$ cat config.mk
export PLATFORM = sky130hd
export DESIGN_NAME = spi_adc_capture
export DESIGN_NICKNAME = d
export VERILOG_FILES = /design/src/rtl/adc_pkg.sv /design/src/rtl/sclk_tick_gen.sv /design/src/rtl/spi_adc_capture.sv
export SDC_FILE = /design/constraint.sdc
export NUM_CORES = 1
export LEC_CHECK = 0
export ABC_AREA = 1
export CAP_MARGIN = 10
export CORE_MARGIN = 10
export CORE_UTILIZATION = 59
export CTS_BUF_LIST = sky130_fd_sc_hd__clkbuf_16
export DETAILED_ROUTE_END_ITERATION = 8
export GPL_TIMING_DRIVEN = 0
export PLACE_DENSITY = 0.83
export REMOVE_ABC_BUFFERS = 1
export SYNTH_ARGS = -nofsm -noshare
export SYNTH_HDL_FRONTEND = slang
export SYNTH_SLANG_ARGS = --single-unit
$ cat constraint.sdc
create_clock -name sysclk -period 2.4 [get_ports sysclk]
set_input_delay 0.36 -clock sysclk [delete_from_list [all_inputs] [get_ports sysclk]]
set_output_delay 0.36 -clock sysclk [all_outputs]
set_load 0.03 [all_outputs]
$ cat src/rtl/adc_pkg.sv
// Shared constants for the serial ADC capture front end: FSM encodings and
// the AD7476-style frame layout (leading zeros followed by MSB-first data).
package adc_pkg;

    // FSM state encodings, kept as plain constants for legacy compatibility
    localparam logic [2:0] StIdle    = 3'd0;
    localparam logic [2:0] StCsSetup = 3'd1;
    localparam logic [2:0] StShift   = 3'd2;
    localparam logic [2:0] StDone    = 3'd3;
    localparam logic [2:0] StQuiet   = 3'd4;

    // Frame layout of the ADC
    localparam int unsigned AdcFrameBits = 16;
    localparam int unsigned AdcDataBits  = 12;
    localparam int unsigned AdcLeadBits  = AdcFrameBits - AdcDataBits;

endpackage

$ cat src/rtl/sclk_tick_gen.sv
// SCLK half-period generator. While run_i is high the registered clock
// toggles every ClkDiv cycles; rise_o/fall_o flag the cycle whose closing
// edge ends a low/high half. park_i keeps the clock high at the end of a
// high half so the final period of a frame leaves SCLK idling high.
module sclk_tick_gen #(
    parameter int unsigned ClkDiv = 2
) (
    input  logic clk_i,
    input  logic rst_ni,
    input  logic run_i,
    input  logic park_i,
    output logic sclk_o,
    output logic rise_o,
    output logic fall_o
);

    localparam logic [7:0] DivLast = 8'(ClkDiv - 1);

    logic [7:0] cnt_q, cnt_d;
    logic       sclk_q, sclk_d;
    logic       half_end;

    // Next-state for the half-period counter and the SCLK register
    always_comb begin
        half_end = run_i && (cnt_q == DivLast);
        cnt_d    = cnt_q;
        sclk_d   = sclk_q;
        if (!run_i) begin
            cnt_d  = 8'd0;
            sclk_d = 1'b1;
        end else if (half_end) begin
            cnt_d  = 8'd0;
            sclk_d = ~sclk_q | park_i;
        end else begin
            cnt_d  = cnt_q + 8'd1;
        end
    end

    // State registers; SCLK idles high out of reset
    always_ff @(posedge clk_i or negedge rst_ni) begin
        if (!rst_ni) begin
            cnt_q  <= 8'd0;
            sclk_q <= 1'b1;
        end else begin
            cnt_q  <= cnt_d;
            sclk_q <= sclk_d;
        end
    end

    assign sclk_o = sclk_q;
    assign rise_o = half_end && !sclk_q;
    assign fall_o = half_end && sclk_q;

endmodule

$ cat src/rtl/spi_adc_capture.sv
// Drives one conversion frame of a 12-bit SPI ADC per accepted sample_req and
// presents the result in parallel on data_ad, with a valid strobe, a frame
// error strobe for nonzero leading bits and a sticky overrun flag.
module spi_adc_capture
    import adc_pkg::*;
#(
    parameter int unsigned CLK_DIV      = 2,
    parameter int unsigned FRAME_BITS   = AdcFrameBits,
    parameter int unsigned DATA_BITS    = AdcDataBits,
    parameter int unsigned QUIET_CYCLES = 4
) (
    input  logic                 sysclk,
    input  logic                 rst_n,
    input  logic                 enable,
    input  logic                 sample_req,
    input  logic                 adc_sdata,
    output logic                 adc_cs_n,
    output logic                 adc_sclk,
    output logic [DATA_BITS-1:0] data_ad,
    output logic                 data_valid,
    output logic                 frame_err,
    output logic                 busy,
    output logic                 overrun
);

    localparam int unsigned        LeadBits  = FRAME_BITS - DATA_BITS;
    localparam int unsigned        BitCntW   = $clog2(FRAME_BITS) + 1;
    localparam logic [BitCntW-1:0] BitLast   = BitCntW'(FRAME_BITS - 1);
    localparam logic [7:0]         QuietLast = 8'(QUIET_CYCLES - 1);

    logic [2:0]            state_q, state_d;
    logic                  sdata_q;
    logic                  rise_dly_q;
    logic [FRAME_BITS-1:0] shift_q, shift_d;
    logic [BitCntW-1:0]    bit_cnt_q, bit_cnt_d;
    logic [7:0]            quiet_q, quiet_d;
    logic                  cs_n_q, cs_n_d;
    logic [DATA_BITS-1:0]  data_q, data_d;
    logic                  valid_q, valid_d;
    logic                  ferr_q, ferr_d;
    logic                  ovr_q, ovr_d;
    logic                  sclk_run, sclk_park;
    logic                  sclk_rise, sclk_fall;
    logic                  lead_ok;

    assign sclk_run  = (state_q == StCsSetup) || (state_q == StShift);
    assign sclk_park = (state_q == StShift) && (bit_cnt_q == BitLast);

    sclk_tick_gen #(
        .ClkDiv (CLK_DIV)
    ) u_sclk_tick_gen (
        .clk_i  (sysclk),
        .rst_ni (rst_n),
        .run_i  (sclk_run),
        .park_i (sclk_park),
        .sclk_o (adc_sclk),
        .rise_o (sclk_rise),
        .fall_o (sclk_fall)
    );

    // Frame sequencing; the sample is shifted one cycle after SCLK rises so the
    // input register has already captured the bit the ADC drove on the fall
    always_comb begin
        shift_d   = rise_dly_q ? {shift_q[FRAME_BITS-2:0], sdata_q} : shift_q;
        lead_ok   = (shift_d[FRAME_BITS-1 -: LeadBits] == '0);
        state_d   = state_q;
        bit_cnt_d = bit_cnt_q;
        quiet_d   = quiet_q;
        cs_n_d    = cs_n_q;
        data_d    = data_q;
        valid_d   = 1'b0;
        ferr_d    = 1'b0;
        case (state_q)
            StIdle: begin
                if (sample_req && enable) begin
                    state_d = StCsSetup;
                    cs_n_d  = 1'b0;
                end
            end
            StCsSetup: begin
                if (sclk_fall) begin
                    state_d   = StShift;
                    bit_cnt_d = '0;
                end
            end
            StShift: begin
                if (sclk_fall) begin
                    if (bit_cnt_q == BitLast) begin
                        // Flags are registered here so they show during DONE
                        state_d = StDone;
                        cs_n_d  = 1'b1;
                        if (lead_ok) begin
                            data_d  = shift_d[DATA_BITS-1:0];
                            valid_d = 1'b1;
                        end else begin
                            ferr_d  = 1'b1;
                        end
                    end else begin
                        bit_cnt_d = bit_cnt_q + 1'b1;
                    end
                end
            end
            StDone: begin
                state_d = StQuiet;
                quiet_d = 8'd0;
            end
            StQuiet: begin
                if (quiet_q == QuietLast) begin
                    state_d = StIdle;
                end else begin
                    quiet_d = quiet_q + 8'd1;
                end
            end
            default: begin
                state_d = StIdle;
                cs_n_d  = 1'b1;
            end
        endcase
    end

    // Sticky overrun: set by a request that arrives while a frame is in flight
    always_comb begin
        ovr_d = ovr_q;
        if (!enable) begin
            ovr_d = 1'b0;
        end else if (sample_req && (state_q != StIdle)) begin
            ovr_d = 1'b1;
        end
    end

    // State registers; reset parks the ADC interface deselected
    always_ff @(posedge sysclk or negedge rst_n) begin
        if (!rst_n) begin
            state_q    <= StIdle;
            sdata_q    <= 1'b0;
            rise_dly_q <= 1'b0;
            shift_q    <= '0;
            bit_cnt_q  <= '0;
            quiet_q    <= 8'd0;
            cs_n_q     <= 1'b1;
            data_q     <= '0;
            valid_q    <= 1'b0;
            ferr_q     <= 1'b0;
            ovr_q      <= 1'b0;
        end else begin
            state_q    <= state_d;
            sdata_q    <= adc_sdata;
            rise_dly_q <= sclk_rise;
            shift_q    <= shift_d;
            bit_cnt_q  <= bit_cnt_d;
            quiet_q    <= quiet_d;
            cs_n_q     <= cs_n_d;
            data_q     <= data_d;
            valid_q    <= valid_d;
            ferr_q     <= ferr_d;
            ovr_q      <= ovr_d;
        end
    end

    assign adc_cs_n   = cs_n_q;
    assign data_ad    = data_q;
    assign data_valid = valid_q;
    assign frame_err  = ferr_q;
    assign overrun    = ovr_q;
    assign busy       = (state_q != StIdle);

endmodule

==> report_table.html, run 1 <==
<table>
<tr><th>Metric</th><th>Value</th></tr>
<tr><th colspan="2">Status</th></tr>
<tr><td>Run status</td><td>finished clean</td></tr>
<tr><th colspan="2">Yosys</th></tr>
<tr><td>Sequential share of the synthesized area</td><td>0.562</td></tr>
<tr><td>Number of warnings printed during yosys synthesis</td><td>0</td></tr>
<tr><td>Mux cell area share after synthesis</td><td>0</td></tr>
<tr><td>Netlist Area Pre-Place</td><td>~0.0026 sq mm</td></tr>
<tr><td>Number of instances in the synthesized netlist</td><td>roughly 310</td></tr>
<tr><td>Share of synthesized cell area in full adder, half adder and majority cells</td><td>0.0238</td></tr>
<tr><td>Area share of and/or/nand/nor cells after synthesis</td><td>0.290</td></tr>
<tr><td>Post-synth cell types</td><td>29</td></tr>
<tr><td>Xor and xnor fraction of the mapped netlist area</td><td>0.0200</td></tr>
<tr><td>Main combinational cell family by area after synthesis</td><td>simple AND/OR/NAND/NOR gates</td></tr>
<tr><td>Flip-flop and latch count after synthesis</td><td>between 50 and 60</td></tr>
<tr><td>Post-synthesis area per instance</td><td>~8.6 sq um</td></tr>
<tr><td>Area fraction in compound gates after synthesis</td><td>0.0514</td></tr>
<tr><th colspan="2">Final layout</th></tr>
<tr><td>Non-filler cells, final</td><td>between 300 and 400</td></tr>
<tr><td>Fraction of final layout cells sized beyond drive strength 1</td><td>0.0941</td></tr>
<tr><td>Final core utilization</td><td>0.736</td></tr>
<tr><td>Cell area after layout</td><td>between 0.003 and 0.004 sq mm</td></tr>
<tr><td>Nets</td><td>345</td></tr>
<tr><td>Area Growth Syn to Fin</td><td>21.0%</td></tr>
<tr><td>Ant diodes</td><td>0</td></tr>
<tr><th colspan="2">Power</th></tr>
<tr><td>Share of power burned in the clock network</td><td>0.377</td></tr>
<tr><td>Post-layout power</td><td>roughly 3.2 mW</td></tr>
<tr><td>Net switching power figure</td><td>~1.0 mW</td></tr>
<tr><td>Relative contribution of sequential cells to total power</td><td>0.384</td></tr>
<tr><td>Comb power frac</td><td>0.240</td></tr>
<tr><td>Internal Power</td><td>2.17 mW</td></tr>
<tr><td>Areal power density over the cells</td><td>approximately 1000 mW/mm^2</td></tr>
<tr><td>Peak supply drop</td><td>about 1.0 mV</td></tr>
<tr><td>LEAKAGE</td><td>1.61 nW</td></tr>
<tr><td>Switching part of the total</td><td>0.319</td></tr>
<tr><th colspan="2">CTS</th></tr>
<tr><td>Clock tree from TritonCTS</td><td>built</td></tr>
<tr><td>Library cell used as clock root buffer</td><td>sky130_fd_sc_hd__clkbuf_16</td></tr>
<tr><td>CTS HTree Levels</td><td>3</td></tr>
<tr><td>Number of gates resized after cts</td><td>0</td></tr>
<tr><td>Clock-pin slew on the worst setup and hold paths</td><td>~0.05 ns</td></tr>
<tr><td>Number of setup buffers added after CTS</td><td>0</td></tr>
<tr><td>Number of clock sinks</td><td>59</td></tr>
<tr><td>Clock buffers created by TritonCTS</td><td>9</td></tr>
<tr><td># hold bufs at CTS</td><td>0</td></tr>
<tr><td>Maximum number of buffers from clock root to sink</td><td>2</td></tr>
<tr><td>Clock latency of the later-clocked register in the worst-skew pair</td><td>0.32 ns</td></tr>
<tr><th colspan="2">Route</th></tr>
<tr><td>Vias per cell</td><td>approximately 5.1</td></tr>
<tr><td>Router iterations before antenna repair</td><td>5</td></tr>
<tr><td>Vias post-DR</td><td>approximately 2,000</td></tr>
<tr><td>Routed WL per cell</td><td>around 12 microns</td></tr>
<tr><td>Remaining design rule violation count</td><td>0</td></tr>
<tr><td>Detailed router's first-iteration violation count</td><td>approximately 110</td></tr>
<tr><td>Total routed wirelength</td><td>4820 microns</td></tr>
<tr><td>Routed Antenna Nets</td><td>0</td></tr>
<tr><th colspan="2">Floorplanning</th></tr>
<tr><td>Count of standard-cell rows</td><td>24</td></tr>
<tr><td>Die outline height</td><td>approximately 87 microns</td></tr>
<tr><td>Width of the chip</td><td>86.8 microns</td></tr>
<tr><td>Core region area</td><td>0.00432 sq mm</td></tr>
<tr><td>Initial cell density of the core</td><td>0.608</td></tr>
<tr><td>I/O pin total</td><td>23</td></tr>
<tr><td>Die area</td><td>between 0.007 and 0.008 sq mm</td></tr>
<tr><th colspan="2">Timing</th></tr>
<tr><td>Setup violations, final</td><td>0</td></tr>
<tr><td>Count of endpoints failing hold in the final timing report</td><td>0</td></tr>
<tr><td>Unrepaired setup endpoints after global routing</td><td>false</td></tr>
<tr><td>Worst-case setup margin in the final layout</td><td>0.356 ns</td></tr>
<tr><td>Slew at the pin closest to its max-slew limit</td><td>0.520 ns</td></tr>
<tr><td>Number of slew-limit violations in the final report</td><td>0</td></tr>
<tr><td>Worst clock skew on the final layout</td><td>around 0.0063 ns</td></tr>
<tr><td>Time the worst path needs with I/O delays and setup</td><td>2.04 ns</td></tr>
<tr><td>Upper clock frequency limit</td><td>about 490 MHz</td></tr>
<tr><td>Final Cycle Share</td><td>0.852</td></tr>
<tr><td>Worst slew margin relative to its limit</td><td>0.654</td></tr>
<tr><th colspan="2">Placed design</th></tr>
<tr><td>Placed cell area</td><td>a little under 0.003 sq mm</td></tr>
<tr><td>Post-placement worst setup slack</td><td>about 0.40 ns</td></tr>
<tr><td>Global placer's final weighted congestion</td><td>between 0.8 and 0.9</td></tr>
<tr><td>Final HPWL from detailed placement</td><td>roughly 3200 microns</td></tr>
<tr><td>Cell count after placement</td><td>376</td></tr>
<tr><td>Port bufs</td><td>22</td></tr>
<tr><th colspan="2">Worst setup path</th></tr>
<tr><td>Sort of element at the start of the critical path</td><td>flop</td></tr>
<tr><td>Cell Chain, Critical Path</td><td>inv_1 &gt; nand2_1 &gt; clkdlybuf4s50_1</td></tr>
<tr><td>Slowest stage cell, crit path</td><td>sky130_fd_sc_hd__clkdlybuf4s50_1</td></tr>
<tr><td>Endpoint type of the worst setup path</td><td>output pin</td></tr>
<tr><td>Worst EP required</td><td>2.04 ns</td></tr>
<tr><td>Crit-path max cell delay</td><td>about 0.70 ns</td></tr>
<tr><td>Type of the worst setup path</td><td>flop to output pin</td></tr>
<tr><td>RR Startpoint</td><td>rise_dly_q</td></tr>
<tr><td>Worst Path Arrival</td><td>1.68 ns</td></tr>
<tr><td>FF-to-FF path depth</td><td>7</td></tr>
<tr><td>Critical path launch point</td><td>state_q[1]</td></tr>
<tr><td>Worst setup slack for register-to-register paths</td><td>0.37 ns</td></tr>
<tr><td>Largest driver fanout on the critical path</td><td>4</td></tr>
<tr><th colspan="2">GRT</th></tr>
<tr><td>First-pass GRT wire length</td><td>8690 microns</td></tr>
<tr><td>Initial antenna violation count</td><td>0</td></tr>
<tr><td>Global route total overflow</td><td>0</td></tr>
<tr><td>Via count of the first global-routing pass</td><td>roughly 2,000</td></tr>
<tr><td>Maximum number of pins on one net before global-route repair</td><td>38</td></tr>
<tr><td>All-layer global routing usage</td><td>0.143</td></tr>
<tr><th colspan="2">Hold path</th></tr>
<tr><td>HP Class</td><td>input pin to asynchronous set/reset pin</td></tr>
<tr><th colspan="2">Run</th></tr>
<tr><td>Max-cap check violation count</td><td>0</td></tr>
</table>
==> cell type report <==
class                   instances  area [sq um]
flip-flops and latches         59          1480
fillers                       327          1140
multi-input cells             214          1010
repair buffers                 23           235
clock buffers                   9           225
inverters                      28           106
well taps                      52          65.1
clock inverters                 7          58.8
==> flip-flops by register name (all words and copies together), names as in the netlist <==
name                    count
bit_cnt_q                   5
adc_cs_n                    1
rise_dly_q                  1
state_q                     3
u_sclk_tick_gen.cnt_q       8
frame_err                   1
quiet_q                     8
shift_q                    16
u_sclk_tick_gen.sclk_o      1
data_valid                  1
overrun                     1
sdata_q                     1
data_ad                    12
==> through the flow <==
step / hold slack (ns) / TNS, ns
after floorplan: 0.0644 / 0
after global placement: 0.450 / -44.72
after detailed placement: 0.365 / 0
after CTS: 0.0295 / 0
after global routing: 0.0512 / 0
final: 0.0148 / 0
==> cell usage after synthesis <==
library cell	count	area, sq um
sky130_fd_sc_hd__o21bai_1	1	7.51
sky130_fd_sc_hd__o22ai_1	2	12.5
sky130_fd_sc_hd__nand2_4	2	22.5
sky130_fd_sc_hd__inv_1	24	90.1
sky130_fd_sc_hd__buf_2	1	5.00
sky130_fd_sc_hd__nand3_1	12	60.1
sky130_fd_sc_hd__dfstp_2	2	52.6
sky130_fd_sc_hd__nand3_4	1	17.5
sky130_fd_sc_hd__nand2_2	1	6.26
sky130_fd_sc_hd__nor2_2	3	18.8
sky130_fd_sc_hd__nand4_1	5	31.3
sky130_fd_sc_hd__inv_2	3	11.3
sky130_fd_sc_hd__nor3_1	2	10.0
sky130_fd_sc_hd__a21oi_1	9	45.0
sky130_fd_sc_hd__o21ai_1	3	15.0
sky130_fd_sc_hd__and3_1	1	6.26
sky130_fd_sc_hd__clkinv_2	1	5.00
sky130_fd_sc_hd__nor2_4	2	22.5
sky130_fd_sc_hd__nor3_2	1	10.0
sky130_fd_sc_hd__ha_1	5	62.6
sky130_fd_sc_hd__buf_6	1	11.3
sky130_fd_sc_hd__nand2_1	113	424
sky130_fd_sc_hd__nor2_1	33	124
sky130_fd_sc_hd__clkbuf_1	2	7.51
sky130_fd_sc_hd__buf_4	1	7.51
sky130_fd_sc_hd__nand3_2	1	10.0
sky130_fd_sc_hd__dfrtp_1	57	1430
sky130_fd_sc_hd__xor2_1	6	52.6
sky130_fd_sc_hd__o21ai_0	11	55.1
==> critical path, delay by kind of cell (launching register included) <==
| family | cells | cell delay (ns) |
|---|---|---|
| and+or+nand+nor | 1 | 0.15 |
| DFF | 1 | 0.41 |
| buffers and inverters | 2 | 0.80 |
==> placed cells by master (no fill, tap or decap), types with 2 or more instances in the layout <==
master,n
sky130_fd_sc_hd__clkinv_2,3
sky130_fd_sc_hd__clkinv_1,3
sky130_fd_sc_hd__nor2_1,33
sky130_fd_sc_hd__o21ai_1,3
sky130_fd_sc_hd__dfstp_2,2
sky130_fd_sc_hd__nor2_4,2
sky130_fd_sc_hd__nor2_2,3
sky130_fd_sc_hd__nor3_1,2
sky130_fd_sc_hd__ha_1,5
sky130_fd_sc_hd__nand3_1,12
sky130_fd_sc_hd__inv_1,24
sky130_fd_sc_hd__clkbuf_16,9
sky130_fd_sc_hd__nand4_1,5
sky130_fd_sc_hd__o22ai_1,2
sky130_fd_sc_hd__a21oi_1,9
sky130_fd_sc_hd__clkdlybuf4s50_1,21
sky130_fd_sc_hd__dfrtp_1,57
sky130_fd_sc_hd__xor2_1,6
sky130_fd_sc_hd__nand2_4,2
sky130_fd_sc_hd__o21ai_0,11
sky130_fd_sc_hd__nand2_1,113
sky130_fd_sc_hd__inv_2,3
==> cell families (layout without fill, tap and decap cells) <==
| kind of cell | after synthesis | in the layout |
|---|---|---|
| xor+xnor | 6 | 6 |
| compound gates | 26 | 26 |
| flops | 59 | 59 |
| fa+ha+maj | 5 | 5 |
| simple gates | 177 | 177 |
| buf+inv | 33 | 67 |
==> metal layers <==
| layer | global-route usage | vias up | wire length, microns |
|---|---|---|---|
| li1 | - | 1027 | - |
| met1 | 0.170 | 916 | 2170 |
| met2 | 0.230 | 37 | 2330 |
| met3 | 0.0450 | 8 | 242 |
| met4 | 0.0663 | 0 | 82 |
| met5 | 0 | - | 0 |
==> final timing paths <==
| path | end |
|---|---|
| worst min register to register | adc_cs_n |
| worst max register to register | data_ad[1] |
| worst max-delay path | busy |
| min in group sysclk | adc_cs_n |
| max in group asynchronous | u_sclk_tick_gen.sclk_o |
| worst min-delay path | u_sclk_tick_gen.cnt_q[5] |
==> power by group through the flow <==
| stage | Clock [mW] | Combinational, mW | Sequential (mW) |
|---|---|---|---|
| finish | 1.20 | 0.764 | 1.22 |
| global route | 1.26 | 0.886 | 1.24 |
| CTS | 1.22 | 0.771 | 1.22 |
| detailed placement | 0 | 0.753 | 1.24 |
| global placement | 0 | 0.731 | 1.23 |
| floorplan | 0 | 0.530 | 1.25 |
Note: power is estimated with default switching activity, not from simulation.
==> run 2, diff against run 1 <==
- CAP_MARGIN: 10 -> unset
==> results of run 2 <==
No change in the layout: final DEF, timing and power equal those of run 1.
==> run 3, diff against run 2 <==
- SETUP_SLACK_MARGIN: unset -> 0.5
==> run 3 against run 2 <==
  * Combinational power decreased by 1%
  * Hold slack improved by 0.0050 ns
  * Non-clock buffer count stayed put
  * Sequential cell count is the same
  * Cell area grew 1.2%
  * Clock power about the same
  * First-iteration DRC count increased by 29%
  * Via count is 3.0% higher
  * Critical endpoint unchanged
==> report_table.html, run 3 (synthesis gave the netlist of run 1 again) <==
<table>
<tr><th>Metric</th><th>Value</th></tr>
<tr><th colspan="2">Worst setup path</th></tr>
<tr><td>Sort of element at the start of the critical path</td><td>flop (unchanged)</td></tr>
<tr><td>FF-to-FF path depth</td><td>8 (was 7)</td></tr>
<tr><td>RR Startpoint</td><td>rise_dly_q (unchanged)</td></tr>
<tr><td>Type of the worst setup path</td><td>flop to output pin (unchanged)</td></tr>
<tr><td>Worst setup slack for register-to-register paths</td><td>0.64 ns (was 0.37 ns)</td></tr>
<tr><td>Worst EP required</td><td>2.04 ns (about the same)</td></tr>
<tr><td>Largest driver fanout on the critical path</td><td>4 (unchanged)</td></tr>
<tr><td>Worst Path Arrival</td><td>1.43 ns (was 1.68 ns)</td></tr>
<tr><td>Critical R2R Capture</td><td>data_ad[1] (unchanged)</td></tr>
<tr><td>Endpoint type of the worst setup path</td><td>output pin (unchanged)</td></tr>
<tr><th colspan="2">Route</th></tr>
<tr><td>Vias per cell</td><td>5.20 (was 5.07)</td></tr>
<tr><td>Routed WL per cell</td><td>12.9 microns (was 12.3 microns)</td></tr>
<tr><td>Remaining design rule violation count</td><td>0 (unchanged)</td></tr>
<tr><td>Detailed router's first-iteration violation count</td><td>138 (was 107)</td></tr>
<tr><td>Vias post-DR</td><td>2,047 (was 1,988)</td></tr>
<tr><td>Router iterations before antenna repair</td><td>5 (unchanged)</td></tr>
<tr><td>Total routed wirelength</td><td>5060 microns (was 4820 microns)</td></tr>
<tr><td>Routed Antenna Nets</td><td>0 (unchanged)</td></tr>
<tr><th colspan="2">Final layout</th></tr>
<tr><td>Most flop-heavy register</td><td>shift_q (unchanged)</td></tr>
<tr><td>Fraction of final layout cells sized beyond drive strength 1</td><td>0.105 (was 0.0941)</td></tr>
<tr><td>Cell area after layout</td><td>0.00322 sq mm (was 0.00318 sq mm)</td></tr>
<tr><td>Non-filler cells, final</td><td>394 (was 392)</td></tr>
<tr><td>Commonest non-fill, non-tap cell in the layout</td><td>sky130_fd_sc_hd__nand2_1 (unchanged)</td></tr>
<tr><td>Area Growth Syn to Fin</td><td>22.5% (was 21.0%)</td></tr>
<tr><td>Ant diodes</td><td>0 (unchanged)</td></tr>
<tr><td>Filler cell count in the final layout</td><td>317 (was 327)</td></tr>
<tr><td>Commonest cells after routing, fill and taps aside</td><td>113 x sky130_fd_sc_hd__nand2_1, 56 x sky130_fd_sc_hd__dfrtp_1, 33 x sky130_fd_sc_hd__nor2_1, 24 x sky130_fd_sc_hd__inv_1, 18 x sky130_fd_sc_hd__clkdlybuf4s50_1 (was 113 x sky130_fd_sc_hd__nand2_1, 57 x sky130_fd_sc_hd__dfrtp_1, 33 x sky130_fd_sc_hd__nor2_1, 24 x sky130_fd_sc_hd__inv_1, 21 x sky130_fd_sc_hd__clkdlybuf4s50_1)</td></tr>
<tr><td>Nets</td><td>347 (was 345)</td></tr>
<tr><td>Number of flip-flops in the largest register</td><td>16 (unchanged)</td></tr>
<tr><td>Final core utilization</td><td>0.745 (was 0.736)</td></tr>
<tr><th colspan="2">Floorplanning</th></tr>
<tr><td>Count of standard-cell rows</td><td>24 (unchanged)</td></tr>
<tr><td>Initial cell density of the core</td><td>0.608 (unchanged)</td></tr>
<tr><td>Core region area</td><td>0.00432 sq mm (unchanged)</td></tr>
<tr><td>Die outline height</td><td>86.8 microns (unchanged)</td></tr>
<tr><td>Die area</td><td>0.00753 sq mm (unchanged)</td></tr>
<tr><td>Width of the chip</td><td>86.8 microns (unchanged)</td></tr>
<tr><td>I/O pin total</td><td>23 (unchanged)</td></tr>
<tr><th colspan="2">Placed design</th></tr>
<tr><td>Cell count after placement</td><td>376 (unchanged)</td></tr>
<tr><td>Global placer's final weighted congestion</td><td>0.848 (unchanged)</td></tr>
<tr><td>Post-placement worst setup slack</td><td>0.400 ns (unchanged)</td></tr>
<tr><td>Final HPWL from detailed placement</td><td>3240 microns (unchanged)</td></tr>
<tr><td>Port bufs</td><td>22 (unchanged)</td></tr>
<tr><td>Placed cell area</td><td>0.00290 sq mm (unchanged)</td></tr>
<tr><th colspan="2">GRT</th></tr>
<tr><td>First-pass GRT wire length</td><td>8700 microns (was 8690 microns)</td></tr>
<tr><td>Initial antenna violation count</td><td>0 (unchanged)</td></tr>
<tr><td>Via count of the first global-routing pass</td><td>1,962 (was 1,961)</td></tr>
<tr><td>All-layer global routing usage</td><td>0.143 (about the same)</td></tr>
<tr><td>Global route total overflow</td><td>0 (unchanged)</td></tr>
<tr><td>Maximum number of pins on one net before global-route repair</td><td>38 (unchanged)</td></tr>
<tr><th colspan="2">Timing</th></tr>
<tr><td>Count of endpoints failing hold in the final timing report</td><td>0 (unchanged)</td></tr>
<tr><td>Time the worst path needs with I/O delays and setup</td><td>1.79 ns (was 2.04 ns)</td></tr>
<tr><td>Slew at the pin closest to its max-slew limit</td><td>0.534 ns (was 0.520 ns)</td></tr>
<tr><td>Worst-case setup margin in the final layout</td><td>0.606 ns (was 0.356 ns)</td></tr>
<tr><td>Number of slew-limit violations in the final report</td><td>0 (unchanged)</td></tr>
<tr><td>Unrepaired setup endpoints after global routing</td><td>false (unchanged)</td></tr>
<tr><td>Setup violations, final</td><td>0 (unchanged)</td></tr>
<tr><td>Worst clock skew on the final layout</td><td>0.00687 ns (was 0.00633 ns)</td></tr>
<tr><td>Worst slew margin relative to its limit</td><td>0.644 (was 0.654)</td></tr>
<tr><td>Final-layout worst hold slack</td><td>0.0198 ns (was 0.0148 ns)</td></tr>
<tr><td>Final Cycle Share</td><td>0.747 (was 0.852)</td></tr>
<tr><td>Upper clock frequency limit</td><td>557 MHz (was 489 MHz)</td></tr>
<tr><th colspan="2">CTS</th></tr>
<tr><td>Clock latency of the later-clocked register in the worst-skew pair</td><td>0.32 ns (about the same)</td></tr>
<tr><td>Clock-pin slew on the worst setup and hold paths</td><td>0.05 ns (about the same)</td></tr>
<tr><td>Number of clock sinks</td><td>59 (unchanged)</td></tr>
<tr><td>Number of setup buffers added after CTS</td><td>0 (unchanged)</td></tr>
<tr><td>CTS HTree Levels</td><td>3 (unchanged)</td></tr>
<tr><td>Clock buffers created by TritonCTS</td><td>9 (unchanged)</td></tr>
<tr><td>Maximum number of buffers from clock root to sink</td><td>2 (unchanged)</td></tr>
<tr><td>Clock tree from TritonCTS</td><td>built (unchanged)</td></tr>
<tr><td>Library cell used as clock root buffer</td><td>sky130_fd_sc_hd__clkbuf_16 (unchanged)</td></tr>
<tr><th colspan="2">Power</th></tr>
<tr><td>Net switching power figure</td><td>1.02 mW (about the same)</td></tr>
<tr><td>Peak supply drop</td><td>0.978 mV (was 1.02 mV)</td></tr>
<tr><td>Switching part of the total</td><td>0.322 (was 0.319)</td></tr>
<tr><td>Areal power density over the cells</td><td>986 mW/mm^2 (was 1000 mW/mm^2)</td></tr>
<tr><td>Relative contribution of sequential cells to total power</td><td>0.384 (about the same)</td></tr>
<tr><td>Comb power frac</td><td>0.237 (was 0.240)</td></tr>
<tr><td>Internal Power</td><td>2.16 mW (was 2.17 mW)</td></tr>
<tr><td>Share of power burned in the clock network</td><td>0.378 (was 0.377)</td></tr>
<tr><td>LEAKAGE</td><td>1.63 nW (was 1.61 nW)</td></tr>
<tr><th colspan="2">Status</th></tr>
<tr><td>Run status</td><td>finished clean (unchanged)</td></tr>
<tr><th colspan="2">Hold path</th></tr>
<tr><td>HP Class</td><td>input pin to asynchronous set/reset pin (unchanged)</td></tr>
<tr><th colspan="2">Run</th></tr>
<tr><td>Max-cap check violation count</td><td>0 (unchanged)</td></tr>
</table>
==> run 3: per-layer routing <==
| metal | track usage | up-vias | part of all wire |
|---|---|---|---|
| met1 | 0.170 | 951 | 0.44 |
| met5 | 0 | - | 0 |
| met4 | 0.0663 | 0 | 0.016 |
| met3 | 0.0450 | 11 | 0.053 |
| li1 | - | 1038 | - |
| met2 | 0.230 | 47 | 0.49 |
==> run 3: critical path, cell delays in order (launching register included) <==
cell and delay [ns]:
sky130_fd_sc_hd__dfrtp_1 0.43, sky130_fd_sc_hd__nor2_4 0.17, sky130_fd_sc_hd__nand2_1 0.13, sky130_fd_sc_hd__dlygate4sd2_1 0.38
==> run 3: final cells by class <==
type                            count  area [sq um]  share of cell area
Sequential cell                    59          1480               0.459
Multi-Input combinational cell    215          1040               0.322
Timing Repair Buffer               23           235              0.0730
Clock buffer                        9           225              0.0699
Inverter                           28           113              0.0350
Tap cell                           52          65.1              0.0202
Clock inverter                      7          58.8              0.0183
Timing Repair inverter              1          6.26             0.00194
==> run 3: what timing repair did <==
action | 4_1_cts | 5_1_grt
cloned | 0 | 2
pin swaps | 0 | 2
endpoints found under the hold margin | 0 | 0
hold buffers | 0 | 0
resized for setup | 4 | 6
endpoints found under the setup margin | 15 | 14
==> run 3: worst max-delay path by stage <==
| stage | to | start | slack, ns | cells past startpoint |
|---|---|---|---|---|
| after floorplan | data_ad[0] | bit_cnt_q[0] | 0.76 | 12 |
| after global routing | data_ad[11] | rise_dly_q | 0.50 | 8 |
| after detailed placement | data_ad[7] | rise_dly_q | 0.40 | 7 |
| after global placement | quiet_q[0] | rst_n | -0.78 | 1 |
| after CTS | adc_cs_n | adc_cs_n | 0.52 | 1 |
| final | busy | state_q[0] | 0.61 | 3 |
==> run 3: stage by stage <==
step	power, mW	TNS, ns
after floorplan	1.78	0
after detailed placement	1.99	0
final	3.18	0
after CTS	3.20	0
after global placement	1.96	-44.72
after global routing	3.38	0
==> run 3: power groups by stage <==
| stage | Clock [mW] | Combinational (mW) | Sequential, mW |
|---|---|---|---|
| detailed placement | 0 | 0.753 | 1.24 |
| CTS | 1.22 | 0.759 | 1.22 |
| global route | 1.26 | 0.876 | 1.24 |
| floorplan | 0 | 0.530 | 1.25 |
| global placement | 0 | 0.731 | 1.23 |
| finish | 1.20 | 0.754 | 1.22 |
